==> src/rtl/button_pkg.sv <==
// rtl/button_pkg.sv - shared constants and hold-FSM state type for the button conditioner
package button_pkg;

  localparam int DEBOUNCE_CYCLES = 120000;
  localparam int LONG_CYCLES     = 6000000;
  localparam int REPEAT_CYCLES   = 1200000;

  typedef enum logic [1:0] {
    IDLE,
    HOLD,
    REPEAT
  } hold_state_t;

endpackage

==> src/rtl/button_debounce_chan.sv <==
// rtl/button_debounce_chan.sv - one channel: 2-flop sync, stable-interval debounce, edge pulses
// Hold/auto-repeat FSM is built only when BUTTON_DEBOUNCE_LONGPRESS_EN is defined.
module button_debounce_chan #(
  parameter int DEBOUNCE_CYCLES = button_pkg::DEBOUNCE_CYCLES,
  parameter int LONG_CYCLES     = button_pkg::LONG_CYCLES,
  parameter int REPEAT_CYCLES   = button_pkg::REPEAT_CYCLES
) (
  input  logic CLK,
  input  logic RST,
  input  logic btn_raw,
  output logic btn_level,
  output logic btn_press,
  output logic btn_release,
  output logic btn_long,
  output logic btn_repeat
);

  localparam int CNT_W = $clog2(DEBOUNCE_CYCLES);

  logic             r_s1;
  logic             r_s2;
  logic             r_level;
  logic             r_press;
  logic             r_release;
  logic [CNT_W-1:0] r_cnt;
  logic             w_accept;
  logic             w_fall;

  assign w_accept = (r_s2 != r_level) && (r_cnt == CNT_W'(DEBOUNCE_CYCLES - 1));
  assign w_fall   = w_accept && r_level;

  always_ff @(posedge CLK) begin
    if (RST) begin
      r_s1      <= 1'b0;
      r_s2      <= 1'b0;
      r_level   <= 1'b0;
      r_press   <= 1'b0;
      r_release <= 1'b0;
      r_cnt     <= '0;
    end else begin
      r_s1      <= btn_raw;
      r_s2      <= r_s1;
      r_press   <= w_accept && r_s2;
      r_release <= w_accept && !r_s2;
      if (r_s2 == r_level) begin
        r_cnt <= '0;
      end else if (w_accept) begin
        r_level <= r_s2;
        r_cnt   <= '0;
      end else begin
        r_cnt <= r_cnt + 1'b1;
      end
    end
  end

  assign btn_level   = r_level;
  assign btn_press   = r_press;
  assign btn_release = r_release;

`ifdef BUTTON_DEBOUNCE_LONGPRESS_EN
  localparam int HMAX   = (LONG_CYCLES > REPEAT_CYCLES) ? LONG_CYCLES : REPEAT_CYCLES;
  localparam int HCNT_W = $clog2(HMAX + 1);

  button_pkg::hold_state_t r_state;
  button_pkg::hold_state_t w_state_nxt;
  logic [HCNT_W-1:0]       r_hcnt;
  logic [HCNT_W-1:0]       w_hcnt_nxt;
  logic                    w_long_hit;
  logic                    w_rep_hit;
  logic                    r_long;
  logic                    r_repeat;

  always_ff @(posedge CLK) begin
    if (RST) begin
      r_state  <= button_pkg::IDLE;
      r_hcnt   <= '0;
      r_long   <= 1'b0;
      r_repeat <= 1'b0;
    end else begin
      r_state  <= w_state_nxt;
      r_hcnt   <= w_hcnt_nxt;
      r_long   <= w_long_hit;
      r_repeat <= w_rep_hit;
    end
  end

  always_comb begin
    w_state_nxt = r_state;
    w_hcnt_nxt  = r_hcnt;
    if (!r_level) begin
      w_state_nxt = button_pkg::IDLE;
      w_hcnt_nxt  = '0;
    end else begin
      unique case (r_state)
        button_pkg::IDLE: begin
          w_state_nxt = button_pkg::HOLD;
          w_hcnt_nxt  = HCNT_W'(1);
        end
        button_pkg::HOLD: begin
          if (r_hcnt == HCNT_W'(LONG_CYCLES - 1)) begin
            w_state_nxt = button_pkg::REPEAT;
            w_hcnt_nxt  = '0;
          end else begin
            w_hcnt_nxt = r_hcnt + 1'b1;
          end
        end
        button_pkg::REPEAT: begin
          if (r_hcnt == HCNT_W'(REPEAT_CYCLES - 1)) w_hcnt_nxt = '0;
          else                                      w_hcnt_nxt = r_hcnt + 1'b1;
        end
        default: begin
          w_state_nxt = button_pkg::IDLE;
          w_hcnt_nxt  = '0;
        end
      endcase
    end
  end

  // A release accepted this cycle suppresses hold pulses so pulses stay exclusive.
  always_comb begin
    w_long_hit = 1'b0;
    w_rep_hit  = 1'b0;
    if (r_level && !w_fall) begin
      w_long_hit = (r_state == button_pkg::HOLD)   && (r_hcnt == HCNT_W'(LONG_CYCLES - 1));
      w_rep_hit  = (r_state == button_pkg::REPEAT) && (r_hcnt == HCNT_W'(REPEAT_CYCLES - 1));
    end
  end

  assign btn_long   = r_long;
  assign btn_repeat = r_repeat;
`else
  logic w_unused_cfg;
  assign w_unused_cfg = ^{LONG_CYCLES, REPEAT_CYCLES};
  assign btn_long     = 1'b0;
  assign btn_repeat   = 1'b0;
`endif

endmodule

==> src/rtl/button_debounce.sv <==
// rtl/button_debounce.sv - NUM_BTNS independent debounced button channels
// Long-press/auto-repeat outputs are live only with BUTTON_DEBOUNCE_LONGPRESS_EN.
module button_debounce #(
  parameter int NUM_BTNS        = 4,
  parameter int DEBOUNCE_CYCLES = button_pkg::DEBOUNCE_CYCLES,
  parameter int LONG_CYCLES     = button_pkg::LONG_CYCLES,
  parameter int REPEAT_CYCLES   = button_pkg::REPEAT_CYCLES
) (
  input  logic                CLK,
  input  logic                RST,
  input  logic [NUM_BTNS-1:0] btn_raw,
  output logic [NUM_BTNS-1:0] btn_level,
  output logic [NUM_BTNS-1:0] btn_press,
  output logic [NUM_BTNS-1:0] btn_release,
  output logic [NUM_BTNS-1:0] btn_long,
  output logic [NUM_BTNS-1:0] btn_repeat
);

  for (genvar g = 0; g < NUM_BTNS; g++) begin : g_chan
    button_debounce_chan #(
      .DEBOUNCE_CYCLES(DEBOUNCE_CYCLES),
      .LONG_CYCLES    (LONG_CYCLES),
      .REPEAT_CYCLES  (REPEAT_CYCLES)
    ) u_chan (
      .CLK        (CLK),
      .RST        (RST),
      .btn_raw    (btn_raw[g]),
      .btn_level  (btn_level[g]),
      .btn_press  (btn_press[g]),
      .btn_release(btn_release[g]),
      .btn_long   (btn_long[g]),
      .btn_repeat (btn_repeat[g])
    );
  end

endmodule
==> config.mk <==
export PLATFORM = sky130hd
export DESIGN_NAME = button_debounce
export DESIGN_NICKNAME = d
export VERILOG_FILES = /design/src/rtl/button_pkg.sv /design/src/rtl/button_debounce_chan.sv /design/src/rtl/button_debounce.sv
export SDC_FILE = /design/constraint.sdc
export NUM_CORES = 1
export LEC_CHECK = 0
export BUFFER_PORTS_ARGS = -buffer_cell sky130_fd_sc_hd__buf_4
export CORE_ASPECT_RATIO = 0.7
export CORE_MARGIN = 2
export CORE_UTILIZATION = 54
export CTS_CLUSTER_DIAMETER = 150
export DETAILED_ROUTE_END_ITERATION = 8
export PLACE_DENSITY = 0.85
export SYNTH_ARGS = -nofsm -noshare
export SYNTH_HDL_FRONTEND = slang
export SYNTH_SLANG_ARGS = --single-unit
==> constraint.sdc <==
create_clock -name CLK -period 1.71 [get_ports CLK]
set_input_delay 0.342 -clock CLK [delete_from_list [all_inputs] [get_ports CLK]]
set_output_delay 0.342 -clock CLK [all_outputs]
set_load 0.01 [all_outputs]
* Word level (Yosys, flattened, before mapping) *
Cells that the tools add are included.

word-level totals
  logic and storage cells = 68
  bits of input ports = 6
  output and inout bits = 20
  bits in registers = 88

cells by class
  bitwise operators = 4
  reduce and logical (&&, ||, !) cells = 24
  add/subtract/negate cells = 4
  equality and inequality tests = 12

operator list
  operator               number
  $add 17x1->17 const B  4
  $eq 17x17->1 const B   4
  $logic_and 1x1->1      12
  $reduce_or 3->1        4
  $reduce_and 2->1       4
  $eq 1x1->1             4
  $logic_not 1->1        4
  $ne 1x1->1             4
  $not 1->1              4

* Depth between registers and ports, before layout *
  depth after elaboration = 3
  depth in mapped cells = 7
  mapped depth without buffers = 5

* By module *
Synthesis repeated with hierarchy kept, for this count alone.

second synthesis, totals
  cells, all modules = 432
  area, all modules = 3928.8 sq um

by module, submodules not included
  module                cells each  instances  sequential area each (sq um)  area each (sq um)
  button_debounce_chan  108         4          440.4                         982.2

* Worst setup path after synthesis *
OpenSTA, ideal clock, no wires.

  path kind = flip-flop to flip-flop
  from = register g_chan[3].u_chan.r_cnt[0]
  to = register g_chan[3].u_chan.r_cnt[10]
  data arrival time = 1.718 ns
  setup time = 0.117 ns
  period minus slack after synthesis = 1.835 ns
  path buffers = 1
  cell stages (with the launch flop) = 7
  data required time = 1.593 ns
  setup slack = -0.125 ns
  path through = dfxtp_1 > ha_1 > nand3_1 > or3_1 > o21ai_1 > buf_2 > nor2_1

on the way
  word-level cells in the longest chain between the ends = 3
  elaborated cells on any way between the ends = 4
  those cells by class = add/sub: 1; eq/ne: 1; reduce/logical: 2

RTL lines
  item                                                   line                        RTL
  start: declaration                                     button_debounce_chan.sv:25  logic [CNT_W-1:0] r_cnt;
  start signal: assignment                               button_debounce_chan.sv:51  r_cnt <= r_cnt + 1'b1;
  branches (longest 3 deep; another with $add 17x1->17)  n/a

Parallel ways; which one is timed is not known.
A chain may end at the register's enable or synchronous reset.

* Worst setup path in the final report *
  from = register g_chan[2].u_chan.r_cnt[8]
  to = register g_chan[2].u_chan.r_cnt[15]

on the way
  word-level cells in the longest chain between the ends = 3
  elaborated cells on any way between the ends = 4
  those cells by class = add/sub: 1; eq/ne: 1; reduce/logical: 2

RTL lines
  item                                                   line
  start: declaration                                     button_debounce_chan.sv:25
  start signal: assignment                               button_debounce_chan.sv:51
  branches (longest 3 deep; another with $add 17x1->17)  n/a

Parallel ways; which one is timed is not known.

==> metrics.md <==
| Metric | Value |
|---|---|
| Tot Pwr | 3.672 mW |
| HP Class | input port to register |
| Slowest cell on crit path | or4_4 |
| Crit-path cells | or3b_4 -> or4_4 -> o21ai_4 -> clkbuf_16 -> a21oi_2 |
| Synthesized instance count | 429 |
| Min Clock Period, post-route | 1.791 ns |
| NumNets Final | 497 |
| Outcome | finished, violations left |
| Post-synth top area share | 45.57% |
| Cell Area, Placed | 4355 um^2 |
| Die H | 74.80 um |
| Synth async-reset ratio | 0% |
| Worst Hold Endpoint | g_chan[2].u_chan.r_s1$_SDFF_PP0_ |
| Synth area leader | dfxtp_1 |
| LEAKAGE | 1.668 nW |
| H-tree level count | 3 |
| Violated checks | negative setup slack |
| Synth area leaders | dfxtp_1, nor2_1, xnor2_1 |
| Crit-path max FO | 8 |
| Maximum vdd drop | 466.1 uV |
| Fin Hold WS | 0.1846 ns |
| Required time of the critical path | 1.96 ns |
| Initial core utilization | 56.44% |
| Most frequent cell after synthesis | dfxtp_1 |
| Core Area | 6850 um^2 |
| Vias in the first global route | 3103 |
| Clock buffer count from CTS | 9 |
| Worst Hold Depth | 2 |
| Hpwl dp | 5.881 mm |
| Max Cap Violations | 0 |
| Cell area after synthesis | 3866 um^2 |
| Root Buffer | clkbuf_8 |
| Die W | 105.1 um |
| FP Rows | 25 |
| Final setup violating endpoints | 18 |
| Hold_sp | btn_raw[2] |
| DR iter-0 viols | 97 |
| Total gr overflow | 0 |
| Clock Pin Slew Worst Setup and Hold Paths | 0.09 ns |
| Largest net degree at the start of global routing | 17 |
| RSZ-0062 raised after global routing | yes |
| Layout Utilization | 69.53% |
| WL final | 8.679 mm |
| Non-filler cells, final | 586 |
| WL per Instance | 14.81 um |
| FMAX | 558.4 MHz |
| Sequential share of the synthesized area | 45.57% |
| Final Hold Vio Count | 0 |
| Ant. Diodes | 0 |
| Multi-input logic area | 2044 um^2 |
| # IOs | 26 |
| Post-synth EDFFs | 0 |
| Crit path arrival time | 2.04 ns |
| RR Startpoint | g_chan[2].u_chan.r_cnt[8]$_SDFF_PP0_ |
| Fillers | 504 |
| GPL Wtd Cong | 0.8521 |
| First-pass GRT wire length | 13.97 mm |
| PortBufs | 17 |
| Mean Syn Cell Area | 9.012 um^2 |
| Unique masters post-synth | 43 |
| Initial antenna violation count | 0 |
| Cell Pwr Density | 770.8 nW/um^2 |
| Via density | 5.428 |
| Pre-CTS setup slack | -0.03681 ns |
| Vias | 3181 |
| Largest stage delay on the critical path | 0.51 ns |
| DR pass1 iterations | 4 |
| Reg area | 1773 um^2 |
| Final Skew | 0.01527 ns |
| Setup crit end kind | register |
| Die ar. | 7864 um^2 |
| CTS tree | built |
| Crit share post-route | 104.7% |
| Clock sink count | 88 |
| GR Util All Layers | 22.60% |
| Syn. warnings | 0 |
| Post-synth top cells | dfxtp_1, nor2_1, xnor2_1, xor2_1, nand4_1 |
| Synth Register Bits | 88 |
| CP Class | register to register |
| CTS max path bufs | 2 |
| Ys flop type | dfxtp_1 |
| CTS Hold Buffers Added | 0 |
| Clock latency on the worst-skew pair | 0.37 ns |
| Residual DRC | 0 |
| FF-to-FF End | g_chan[2].u_chan.r_cnt[15]$_SDFF_PP0_ |
| Post-route ant nets | 0 |
| Final worst setup slack | -0.08072 ns |
| R2R depth | 5 |
| R2R setup slack | -0.08 ns |
| Setup_tns | -1.189 ns |
| Area Overhead vs Synth | 23.20% |
| Layout cells sized above 1 | 27.03% |
| Final Cell Area | 4763 um^2 |
| Startpoint Class | register |
| Max-slew violation count | 0 |
| Dpl cells | 563 |
==> cell families (layout without fill, tap and decap cells) <==
family | count (synthesis) | count (layout) | synth area share (%)
flip-flops | 88 | 88 | 45.57
AO/OA/AOI/OAI | 27 | 27 | 4.239
AND/OR/NAND/NOR | 216 | 216 | 30.10
other | 1 | 8 | 0.09699
adder cells (fa/ha/maj) | 4 | 4 | 1.295
multiplexers | 1 | 1 | 0.2589
buffers and inverters | 37 | 93 | 5.987
XOR/XNOR | 55 | 55 | 12.46
==> critical path, delay by kind of cell (launching register included) <==
family / cells / cell delay [ns]
and+or+nand+nor: 2 / 0.90
DFF: 1 / 0.33
AOI/OAI and AO/OA: 2 / 0.25
buffers and inverters: 1 / 0.19
==> worst max-delay path by stage <==
stage                                                    endpoint  slack, ns                                 start
after floorplan             g_chan[2].u_chan.r_cnt[13]$_SDFF_PP0_      -0.01  g_chan[2].u_chan.r_cnt[8]$_SDFF_PP0_
after global placement    g_chan[2].u_chan.btn_level$_SDFFE_PP0P_     -0.004  g_chan[2].u_chan.r_cnt[8]$_SDFF_PP0_
after detailed placement     g_chan[2].u_chan.r_cnt[2]$_SDFF_PP0_      -0.04  g_chan[2].u_chan.r_cnt[8]$_SDFF_PP0_
after CTS                 g_chan[2].u_chan.btn_level$_SDFFE_PP0P_      -0.06  g_chan[2].u_chan.r_cnt[8]$_SDFF_PP0_
after global routing        g_chan[2].u_chan.r_cnt[14]$_SDFF_PP0_      -0.11  g_chan[2].u_chan.r_cnt[7]$_SDFF_PP0_
final                       g_chan[2].u_chan.r_cnt[15]$_SDFF_PP0_      -0.08  g_chan[2].u_chan.r_cnt[8]$_SDFF_PP0_
==> registers in the layout, summed over array words and instances, names as in the netlist <==
signal,flops
g_chan.u_chan.r_s2,4
g_chan.u_chan.btn_press,4
g_chan.u_chan.btn_release,4
g_chan.u_chan.r_cnt,68
g_chan.u_chan.r_s1,4
g_chan.u_chan.btn_level,4
==> placed cells by master (no fill, tap or decap), drive strengths merged, types with 2 or more instances in the layout <==
cell type  netlist  routed
a21oi           11      11
and2             4       4
and3             7       7
and4             7       7
buf             25      69
clkbuf           5      12
clkinv           0       2
conb             1       8
dfxtp           88      88
ha               4       4
inv              7       9
nand2           19      19
nand2b           2       2
nand3           22      22
nand4           25      25
nor2            69      69
nor2b           11      11
nor3            14      14
nor3b            2       2
nor4             9       9
o21ai           14      14
or2              4       4
or3             10      10
or4              2       2
or4b             3       3
xnor2           29      29
xor2            26      26
==> layer usage <==
layer	vias up	GRT usage (%)	wire [um]
li1	1564	-	-
met3	19	6.840	361
met4	0	8.148	121
met2	68	40.69	4343
met1	1530	26.20	3851
met5	-	0	0
==> timing repair <==
item,4_1_cts,5_1_grt
pin swaps,1,6
gates cloned,0,2
setup endpoints to repair,19,55
buffers inserted,0,5
resized for setup,1,32
==> where the power goes <==
| part | leakage [nW] | internal, mW | total [mW] | switching, mW |
|---|---|---|---|---|
| Clock | 0.110 | 0.766 | 1.52 | 0.753 |
| Sequential | 0.715 | 2.06 | 2.07 | 0.00811 |
| Combinational | 0.842 | 0.0376 | 0.0859 | 0.0483 |
| Total | 1.67 | 2.86 | 3.67 | 0.810 |
==> area by class of cell <==
type / count / share of cell area, %
clock buffer: 11 / 3.178
tap: 94 / 2.469
multi-input combinational: 311 / 42.92
timing repair buffer: 70 / 12.37
clock inverter: 5 / 1.287
inverter: 7 / 0.5516
sequential: 88 / 37.22
No activity file was read; power rests on OpenSTA's default activity.
